--- config.mk ---
export PLATFORM = sky130hd
export DESIGN_NAME = muldiv_seq
export DESIGN_NICKNAME = d
export VERILOG_FILES = /design/src/rtl/muldiv_pkg.sv /design/src/rtl/muldiv_seq.sv
export SDC_FILE = /design/constraint.sdc
export NUM_CORES = 1
export LEC_CHECK = 0
export CORE_ASPECT_RATIO = 1.4
export CORE_UTILIZATION = 46
export DETAILED_ROUTE_END_ITERATION = 7
export PLACE_DENSITY = 0.74
export SETUP_SLACK_MARGIN = 0.5
export SLEW_MARGIN = 20
export SYNTH_ARGS = -nofsm -noshare
export SYNTH_HDL_FRONTEND = slang
export SYNTH_SLANG_ARGS = --single-unit
--- constraint.sdc ---
create_clock -name clk -period 3.1 [get_ports clk]
set_input_delay 0.775 -clock clk [delete_from_list [all_inputs] [get_ports clk]]
set_output_delay 0.775 -clock clk [all_outputs]
set_load 0.1 [all_outputs]
--- src/rtl/muldiv_pkg.sv ---
// Shared types and ALU opcodes for the iterative multiply/divide sequencer.
// The ALU opcodes are shared with the instruction decoder.
package muldiv_pkg;

  typedef enum logic [1:0] {
    OP_MUL   = 2'b00,
    OP_MULHU = 2'b01,
    OP_DIVU  = 2'b10,
    OP_REMU  = 2'b11
  } op_e;

  typedef enum logic [1:0] {
    IDLE = 2'b00,
    CALC = 2'b01,
    DONE = 2'b10
  } state_e;

  localparam logic [3:0] ALU_ADD = 4'b0000;
  localparam logic [3:0] ALU_SUB = 4'b1000;

endpackage

--- src/rtl/muldiv_seq.sv ---
// Iterative unsigned MUL/MULHU/DIVU/REMU sequencer. It borrows the core's
// shared ALU through a req/gnt handshake and performs one add (shift-add
// multiply) or one subtract (restoring divide) per granted cycle.
// Optional build macro: MULDIV_EARLY_OUT_EN adds accept-time early-out for
// zero multiply operands and for dividend < divisor.
module muldiv_seq
  import muldiv_pkg::*;
#(
  parameter int DATA_WIDTH = 32
) (
  input  logic                  clk,
  input  logic                  rst,
  input  logic                  start,
  input  logic [1:0]            op,
  input  logic [DATA_WIDTH-1:0] a,
  input  logic [DATA_WIDTH-1:0] b,
  output logic                  busy,
  output logic                  done,
  output logic [DATA_WIDTH-1:0] result,
  output logic                  alu_req,
  input  logic                  alu_gnt,
  output logic [DATA_WIDTH-1:0] alu_srca,
  output logic [DATA_WIDTH-1:0] alu_srcb,
  output logic [3:0]            alu_ctrl,
  input  logic [DATA_WIDTH-1:0] alu_result,
  input  logic                  alu_ltu
);

  localparam int               CNT_W    = $clog2(DATA_WIDTH + 1);
  localparam logic [CNT_W-1:0] CNT_INIT = CNT_W'(DATA_WIDTH);
  localparam logic [CNT_W-1:0] CNT_ONE  = CNT_W'(1);

  state_e                state_q, state_d;
  op_e                   op_q;
  // hi_q: acc_hi (multiply) or partial remainder (divide)
  // lo_q: multiplier/product-low (multiply) or dividend/quotient (divide)
  // opnd_q: multiplicand (multiply) or divisor (divide)
  logic [DATA_WIDTH-1:0] hi_q, lo_q, opnd_q, result_q;
  logic [CNT_W-1:0]      cnt_q;

  logic                  is_div;
  logic                  last_step;
  logic [DATA_WIDTH-1:0] shifted;
  logic                  ovf, qbit, carry;
  logic [DATA_WIDTH-1:0] hi_n, lo_n, final_val;
  logic                  fast;
  logic [DATA_WIDTH-1:0] fast_val;

  assign is_div    = (op_q == OP_DIVU) || (op_q == OP_REMU);
  assign last_step = (cnt_q == CNT_ONE);
  assign shifted   = {hi_q[DATA_WIDTH-2:0], lo_q[DATA_WIDTH-1]};
  assign ovf       = hi_q[DATA_WIDTH-1];

  assign busy    = (state_q != IDLE);
  assign done    = (state_q == DONE);
  assign alu_req = (state_q == CALC);
  assign result  = result_q;

  // Accept-time shortcuts that finish without touching the ALU
  always_comb begin
    fast     = 1'b0;
    fast_val = '0;
    if (op[1] && (b == '0)) begin
      fast     = 1'b1;
      fast_val = op[0] ? a : '1;
    end
`ifdef MULDIV_EARLY_OUT_EN
    else if (!op[1] && ((a == '0) || (b == '0))) begin
      fast     = 1'b1;
      fast_val = '0;
    end
    else if (op[1] && (a < b)) begin
      fast     = 1'b1;
      fast_val = op[0] ? a : '0;
    end
`endif
  end

  // Drive the shared ALU only while calculating; zeros otherwise
  always_comb begin
    alu_srca = '0;
    alu_srcb = '0;
    alu_ctrl = ALU_ADD;
    if (state_q == CALC) begin
      if (is_div) begin
        alu_srca = shifted;
        alu_srcb = opnd_q;
        alu_ctrl = ALU_SUB;
      end else begin
        alu_srca = hi_q;
        alu_srcb = lo_q[0] ? opnd_q : '0;
        alu_ctrl = ALU_ADD;
      end
    end
  end

  // One iteration of shift-add multiply or restoring divide from the ALU result
  always_comb begin
    carry = (alu_result < hi_q);
    qbit  = ovf | ~alu_ltu;
    if (is_div) begin
      hi_n = qbit ? alu_result : shifted;
      lo_n = {lo_q[DATA_WIDTH-2:0], qbit};
    end else begin
      hi_n = {carry, alu_result[DATA_WIDTH-1:1]};
      lo_n = {alu_result[0], lo_q[DATA_WIDTH-1:1]};
    end
    case (op_q)
      OP_MUL:  final_val = lo_n;
      OP_MULHU: final_val = hi_n;
      OP_DIVU: final_val = lo_n;
      default: final_val = hi_n;
    endcase
  end

  // FSM next-state: IDLE -> CALC (or DONE on fast path) -> DONE -> IDLE
  always_comb begin
    state_d = state_q;
    case (state_q)
      IDLE:    if (start) state_d = fast ? DONE : CALC;
      CALC:    if (alu_gnt && last_step) state_d = DONE;
      DONE:    state_d = IDLE;
      default: state_d = IDLE;
    endcase
  end

  // FSM state register
  always_ff @(posedge clk) begin
    if (rst) state_q <= IDLE;
    else     state_q <= state_d;
  end

  // Operand/shift registers, step counter and result; all hold when not granted
  always_ff @(posedge clk) begin
    if (rst) begin
      op_q     <= OP_MUL;
      hi_q     <= '0;
      lo_q     <= '0;
      opnd_q   <= '0;
      result_q <= '0;
      cnt_q    <= '0;
    end else begin
      case (state_q)
        IDLE: begin
          if (start) begin
            op_q   <= op_e'(op);
            cnt_q  <= CNT_INIT;
            hi_q   <= '0;
            lo_q   <= op[1] ? a : b;
            opnd_q <= op[1] ? b : a;
            if (fast) result_q <= fast_val;
          end
        end
        CALC: begin
          if (alu_gnt) begin
            hi_q  <= hi_n;
            lo_q  <= lo_n;
            cnt_q <= cnt_q - CNT_ONE;
            if (last_step) result_q <= final_val;
          end
        end
        default: ;
      endcase
    end
  end

endmodule

Word level (Yosys, flattened, before mapping)
Cells that the tools add are included.
W data, S select, Z words.

cells by class
  equal/unequal tests = 10
  multiplexer cells = 34
  add/subtract/negate cells = 1
  bitwise gates (word level) = 2
  order comparisons = 1
  reductions and logical operators = 13

operator list
  cell                   count
  $mux W32               21
  $pmux W32 S2           3
  $logic_not A32 Y1      1
  $lt A32 B32 Y1         1
  $mux W6                2
  $pmux W6 S2            1
  $mux W4                2
  $eq A2 B2 Y1 const B   3
  $eq A6 B1 Y1 const B   1
  $mux W2                3
  $ne A2 B1 Y1 const B   3
  $sub A6 B1 Y6 const B  1
  $reduce_and A5 Y1      1
  $logic_not A2 Y1       2
  $ne A2 B2 Y1 const B   2
  $pmux W2 S2            1
  $reduce_and A2 Y1      2
  $reduce_bool A2 Y1     2
  $reduce_and A3 Y1      1
  $eq A2 B1 Y1 const B   1
  $logic_and A1 B1 Y1    2
  $reduce_or A2 Y1       1
  $logic_or A1 B1 Y1     1
  $mux W1                1
  2 further kinds        2

storage, ports and cells
  bits in registers = 138
  word-level logic and storage cells = 68
  output and inout port bits = 103

Depth between registers and ports, before layout
Gate-level depths: netlist of run 1.

  depth after elaboration = 8
  mapped depth = 10
  mapped depth without buffers = 8

Least setup slack after synthesis of run 1
No wires, ideal clock.

  kind = reg2out
  start = register op_q[1]
  end = output port alu_srca[10]
  arrival time = 2.867 ns
  cell stages (with the launch flop) = 8
  data required time = 2.325 ns
  setup slack = -0.542 ns
  cell sequence = dfxtp_1 clkbuf_1 buf_2 clkbuf_1 buf_2 buf_2 mux2i_1 nor2_1

on the way
  word-level cells in the longest chain between the ends = 4
  elaborated cells on any way between the ends = 5

RTL lines
  item                      RTL line           source
  start: declaration        muldiv_seq.sv:34   op_e op_q;
  start signal: assignment  muldiv_seq.sv:146  op_q <= op_e'(op);
  $eq A2 B2 Y1              muldiv_seq.sv:49   assign is_div = (op_q == OP_DIVU) || (op_q == OP_REMU);
  $logic_or A1 B1 Y1 (*)    muldiv_seq.sv:49
  $mux W32 (*)              muldiv_seq.sv:85   if (is_div) begin
  $mux W32 (*)              muldiv_seq.sv:84   if (state_q == CALC) begin
  end: declaration          muldiv_seq.sv:22   output logic [DATA_WIDTH-1:0] alu_srca,

Mark *: on every way between the ends. The rest lies on a longest branch, timed or not.

Worst setup path in the final report of run 1
  start = input port b[26]
  end = register result_q[0] (netlist: result[0])

on the way
  word-level cells in the longest chain between the ends = 6
  elaborated cells on any way between the ends = 9

RTL lines
  item                     RTL line           source
  start: declaration       muldiv_seq.sv:16   input logic [DATA_WIDTH-1:0] b,
  $logic_not A32 Y1 (*)    muldiv_seq.sv:63   if (op[1] && (b == '0)) begin
  $logic_and A1 B1 Y1 (*)  muldiv_seq.sv:63
  $mux W32                 muldiv_seq.sv:63
  $mux W32                 muldiv_seq.sv:151  if (fast) result_q <= fast_val;
  $mux W32                 muldiv_seq.sv:145  if (start) begin
  $pmux W32 S2             muldiv_seq.sv:143  case (state_q)
  end signal: assignment   muldiv_seq.sv:151
  end signal: assignment   muldiv_seq.sv:159  if (last_step) result_q <= final_val;
  end: declaration         muldiv_seq.sv:38   logic [DATA_WIDTH-1:0] hi_q, lo_q, opnd_q, result_q;

Mark *: on every way between the ends. The rest lies on a longest branch, timed or not. The select of a mux whose other input is x is not followed.
A chain may end at the register's enable or synchronous reset.

==> results.cfg, run 1 <==
[run_status]
status = finished clean

[worst_setup_path]
cp_max_fo = 8
path_buf_inv = 2
cp.required_ns = 3.44
crit_type = in -> reg
start_kind = input port
crit_slowest_cell = or4_4
critical_path_arrival_ns = 2.91
critical_path_depth = 8
critPathMaxStageDelay_ns = 0.59
critPathTopFamily = simple AND/OR/NAND/NOR gates
crit_path_end_kind = flip-flop
reg2reg_depth = 10
path_cells = clkdlybuf4s50_1, nor3_2, nand3_2, or4_4, buf_12, a21o_1, o211a_1, nor3_1

[final_layout]
final_common_cell = nor2_1
drive_gt1_frac = 0.235
antenna_cells = 0
fin_util = 0.699
multi_input_area_um2 = 6350
synthToLayoutAreaGrowth_pct = 49.3
num-nets-final = 1527
most-common-layout-cells = nor2_1 (203), dfxtp_1 (136), mux2i_1 (127), buf_4 (104), a21oi_1 (100)
fillers = 1503
regArea_um2 = 2770

[detailed_routing]
wl_per_cell_um = 17.9
ant_nets = 0
via_per_inst = 5.72
initialDrtViolationCount = 965
drc_errors = 0
via_count = 9466
firstDrtPassIters = 7
wirelength_um = 29700

[floorplanning]
io_pins = 206
num_rows = 61
start_util = 0.468
die_h_um = 170
core_area_um2 = 19800
dieArea_um2 = 20700
die_w_um = 122

[timing]
skew_ns = 0.00797
finalCritPeriodShare = 0.828
rsz0062_at_grt = yes
worst_pin_slew_ns = 1.06
layout_setup_ws_ns = 0.533
post-route-min-period_ns = 2.57
hold_viol = 0
slew_viol_final = 0
setup_viol = 0
fmax_mhz = 390
slew-limit-headroom = 0.297

[logic_synthesis]
synth_edf_count = 0
synthCells = 1188
synth_area_leader_cell = dfxtp_1
seq_area_frac_synth = 0.298
synthDistinctLibCells = 55
synth_async_sr_flop_share = 0
synthTopCellsByArea = dfxtp_1 (30%), mux2i_1 (14%), nor2_1 (9.6%), a21oi_1 (5.6%), a211oi_1 (5.5%)
yosys_register_bits = 138
synth_area_um2 = 9260
synth_flop_cell = dfxtp_1
yosys_warnings = 0
yosys.area.top_type_share = 0.298
post_synth.cell_area_avg_um2 = 7.79

[placement]
hpwl_um = 20400
place_ws_ns = -0.130
place.gp.congestion = 0.874
portBuffers = 202

[cts]
numCtsBuffers = 17
cts.hold.buffers_added = 0
htree_levels = 4
clkTransAtPathRegs_ns = 0.06
cts_root_buf = clkbuf_16
insertion_delay_ns = 0.42
cts_buffer_depth = 2
cts_tree = built
cts.sinks = 138

[global_route]
grt_pass1_vias = 9050
overflow = 0
antenna_found_initial = 0
grt_pass1_wl_um = 46400
grtUsageTotal = 0.283
grt_max_degree = 75

[power]
leakage_nw = 6.01
power_density_nw_per_um2 = 409
peakVddDrop_mv = 0.345

[worst_hold_path]
min_path_type = reg -> reg
holdPathStages = 2

[flow_run]
maxCapViolCount = 0
-- state kept, by name, indices dropped and copies added, names as in the netlist --
name,flops
lo_q,32
result,32
op_q,2
opnd_q,32
cnt_q,6
state_q,2
hi_q,32
-- power breakdown --
part | internal [mW] | total (mW) | switching [mW]
Sequential | 1.88 | 1.98 | 0.0915
Clock | 1.37 | 2.21 | 0.835
Combinational | 0.601 | 1.47 | 0.865
-- through the flow --
stage	std cells	power [mW]	area, um2	TNS, ns	hold WS [ns]
CTS	1652	5.63	13600	0	0.494
detailed placement	1611	3.42	12700	-1.83	0.483
global placement	1611	3.39	12700	-0.181	0.481
global route	1656	5.87	13800	0	0.511
floorplan	1190	2.92	9590	0	0.454
finish	1656	5.65	13800	0	0.493
-- cells in the mapped netlist, types with 6 or more instances --
cell      instances
a211oi_1         68
a21o_1            8
a21oi_1         104
a22oi_1          31
and2_1           35
buf_1            10
buf_2            20
clkbuf_1         71
dfxtp_1         138
ha_1             33
inv_1            67
mux2_1           30
mux2i_1         127
nand2_1          13
nand2b_1         30
nand4_1           6
nor2_1          238
nor3_1           66
nor4_1            8
o211a_1          28
-- final cells by class --
type,instances,area share
clock buffers,18,0.0318
clock inverters,14,0.0139
inverters,69,0.0187
multi-input cells,878,0.459
flip-flops and latches,138,0.200
well taps,252,0.0228
repair buffers,287,0.253
-- cells by family (layout without fill, tap and decap cells) --
kind of cell,Yosys count,count (layout),synth area share
adders and majority gates,33,33,0.0446
other,1,3,0.000405
and+or+nand+nor,416,416,0.207
DFF,138,138,0.298
muxes,158,158,0.175
buffers and inverters,174,388,0.0753
xor gates and xnor gates,4,4,0.00378
AOI/OAI and AO/OA,264,264,0.196
-- tightest hold or removal path, delay by kind of cell, from the launching register on --
family | cells | cell delay (ns)
DFF | 1 | 0.31
and+or+nand+nor | 1 | 0.09
AOI/OAI and AO/OA | 1 | 0.05
-- worst paths after layout --
check | start | end | slack [ns]
setup / recovery | b[26] | result[0]$_SDFFE_PP0P_ | 0.53
hold reg to reg | opnd_q[0]$_SDFFE_PP0P_ | opnd_q[0]$_SDFFE_PP0P_ | 0.49
setup reg to reg | hi_q[7]$_SDFFE_PP0P_ | result[31]$_SDFFE_PP0P_ | 0.82
hold / removal | opnd_q[0]$_SDFFE_PP0P_ | opnd_q[0]$_SDFFE_PP0P_ | 0.49
-- repair_timing --
action                     in CTS  in global routing
gates resized for setup        19                 46
setup endpoints to repair      95                 67
pin swaps                       8                 18
gates cloned                    2                  2
buffers inserted                7                  2
-- routing by layer --
| metal | vias to the layer above | wire length (um) | GRT usage |
|---|---|---|---|
| met5 | - | 0 | 0 |
| met4 | 0 | 999 | 0.115 |
| li1 | 4591 | - | - |
| met2 | 375 | 14500 | 0.469 |
| met3 | 73 | 1890 | 0.0409 |
| met1 | 4427 | 12300 | 0.365 |
Power figures use the tool's default switching activity.
==> inputs of run 2 (changes only) <==
--- a/config.mk
+++ b/config.mk
@@ -8,7 +8,7 @@
 export CORE_ASPECT_RATIO = 1.4
 export CORE_UTILIZATION = 46
 export DETAILED_ROUTE_END_ITERATION = 7
-export PLACE_DENSITY = 0.74
+export PLACE_DENSITY = 0.77
 export SETUP_SLACK_MARGIN = 0.5
 export SLEW_MARGIN = 20
 export SYNTH_ARGS = -nofsm -noshare
==> constraint.sdc (replaced) <==
create_clock -name clk -period 2.35 [get_ports clk]
set_input_delay 0.5875 -clock clk [delete_from_list [all_inputs] [get_ports clk]]
set_output_delay 0.5875 -clock clk [all_outputs]
set_load 0.1 [all_outputs]
==> run 2 against run 1 <==
  * Via count increased by 17%
  * Utilization increased by 9.9 points
  * Critical path depth rose by 1
  * Design area rose by 14%
  * Wire length rose by 31%
  * Non-clock buffer count increased by 104
  * Worst setup slack got worse by 0.49 ns
  * Count of clock-buffer cells in the layout is 2 higher
  * Power rose by 42%
  * Highest routed layer unchanged
  * Global-route usage is 4.5 points higher
  * Hold slack better by 0.0072 ns
  * Clock skew is 0.0011 ns lower
==> results.cfg, run 2 (synthesis gave the netlist of run 1 again) <==
[run_status]
status = finished clean

[placement]
place.gp.congestion = 0.916
hpwl_um = 21700
portBuffers = 202

[power]
power_frac_comb = 0.306
swShare = 0.333
switching_power_mw = 2.67
power_frac_clock = 0.367
p_int_mw = 5.34
leakage_nw = 6.71
peakVddDrop_mv = 0.495
pwr-share-seq = 0.327
power_density_nw_per_um2 = 508

[cts]
cts.hold.buffers_added = 0
insertion_delay_ns = 0.43
numCtsBuffers = 17
cts_root_buf = clkbuf_16
cts_tree = built
cts.sinks = 138
clkTransAtPathRegs_ns = 0.06
cts_buffer_depth = 2
htree_levels = 4

[global_route]
grtUsageTotal = 0.329
grt_max_degree = 67
grtUsageMet3 = 0.0620
antenna_found_initial = 1
grt_use_met2 = 0.550
overflow = 0
grt.busiest_layer = met2
grt_pass1_vias = 10400
use_met1 = 0.384
grt_pass1_wl_um = 53600

[timing]
fmax_mhz = 434
slew-limit-headroom = 0.399
worst_pin_slew_ns = 0.900
slew_viol_final = 0
hold_viol = 0
rsz0062_at_grt = yes
setup_viol = 0
finalCritPeriodShare = 0.980
tns_ns = 0
post-route-min-period_ns = 2.30
skew_ns = 0.00684

[worst_setup_path]
start_kind = input port
crit_path_end_kind = flip-flop
crit_type = in -> reg
cp_max_fo = 8
cp.required_ns = 2.68
reg2reg_depth = 6
critical_path_arrival_ns = 2.64
ff2ff_setup_slack_ns = 0.15

[final_layout]
fin_util = 0.798
final_common_cell = nor2_1
fillers = 1036
regArea_um2 = 2800
multi_input_area_um2 = 7170
drive_gt1_frac = 0.385
synthToLayoutAreaGrowth_pct = 70.4
num-nets-final = 1631
most-common-layout-cells = nor2_1 (199), buf_4 (169), dfxtp_1 (119), mux2i_1 (94), buf_12 (88)

[floorplanning]
num_rows = 61
start_util = 0.468
core_area_um2 = 19800
io_pins = 206
die_w_um = 122
dieArea_um2 = 20700
die_h_um = 170

[detailed_routing]
drc_errors = 0
firstDrtPassIters = 6
wirelength_um = 39000
via_per_inst = 6.28
initialDrtViolationCount = 1354
wl_per_cell_um = 22.2
ant_nets = 0
via_count = 11000

[flow_run]
maxCapViolCount = 0

[worst_hold_path]
holdPathStages = 2
min_path_type = reg -> reg
run 2: repair_timing:
item,in CTS,in global routing
cloned,9,7
pin swaps,88,43
endpoints found under the setup margin,106,132
gates resized for setup,290,102
setup buffers,20,18
run 2: layout make-up:
class / count / area share
Tap cell: 252 / 0.0200
Multi-Input combinational cell: 878 / 0.455
Sequential cell: 138 / 0.178
Clock inverter: 11 / 0.0107
Timing Repair Buffer: 391 / 0.292
Antenna cell: 1 / 0.000159
Inverter: 69 / 0.0164
Clock buffer: 20 / 0.0283
run 2: worst paths after layout:
check,startpoint,end
setup / recovery,b[15],result[18]$_SDFFE_PP0P_
hold / removal,result[8]$_SDFFE_PP0P_,result[8]$_SDFFE_PP0P_
setup reg to reg,op_q[0]$_SDFFE_PP0P_,result[28]$_SDFFE_PP0P_
hold reg to reg,result[8]$_SDFFE_PP0P_,result[8]$_SDFFE_PP0P_
run 2: power groups by stage:
stage          combinational, mW  clock [mW]  sequential (mW)
4_1_cts                     2.16        2.87             2.60
5_1_grt                     2.58        3.03             2.63
3_3_place_gp                1.93           0             2.65
2_1_floorplan               1.25           0             2.66
6_report                    2.45        2.94             2.62
3_5_place_dp                1.98           0             2.66
run 2: critical path, cell delays in order:
cell	delay, ns
clkdlybuf4s15_2	0.21
nor4_4	0.20
nand4_1	0.21
or4_4	0.68
buf_12	0.18
buf_16	0.14
a21oi_2	0.13
nor3_1	0.08
nor3_1	0.20
run 2: metal layers:
| layer | vias up | share of wire |
|---|---|---|
| li1 | 4795 | - |
| met2 | 821 | 0.48 |
| met3 | 257 | 0.091 |
| met5 | - | 0 |
| met4 | 0 | 0.073 |
| met1 | 5172 | 0.36 |
run 2: metrics by stage:
step | power, mW | setup slack [ns] | instances | area, um2 | hold WS, ns
after CTS | 7.63 | 0.115 | 1734 | 15000 | 0.501
final | 8.01 | 0.0473 | 1760 | 15800 | 0.500
after floorplan | 3.91 | 0.113 | 1190 | 9860 | 0.414
after global placement | 4.58 | -0.613 | 1674 | 13300 | 0.442
after detailed placement | 4.63 | -0.643 | 1674 | 13300 | 0.449
after global routing | 8.24 | 0.0484 | 1760 | 15800 | 0.524
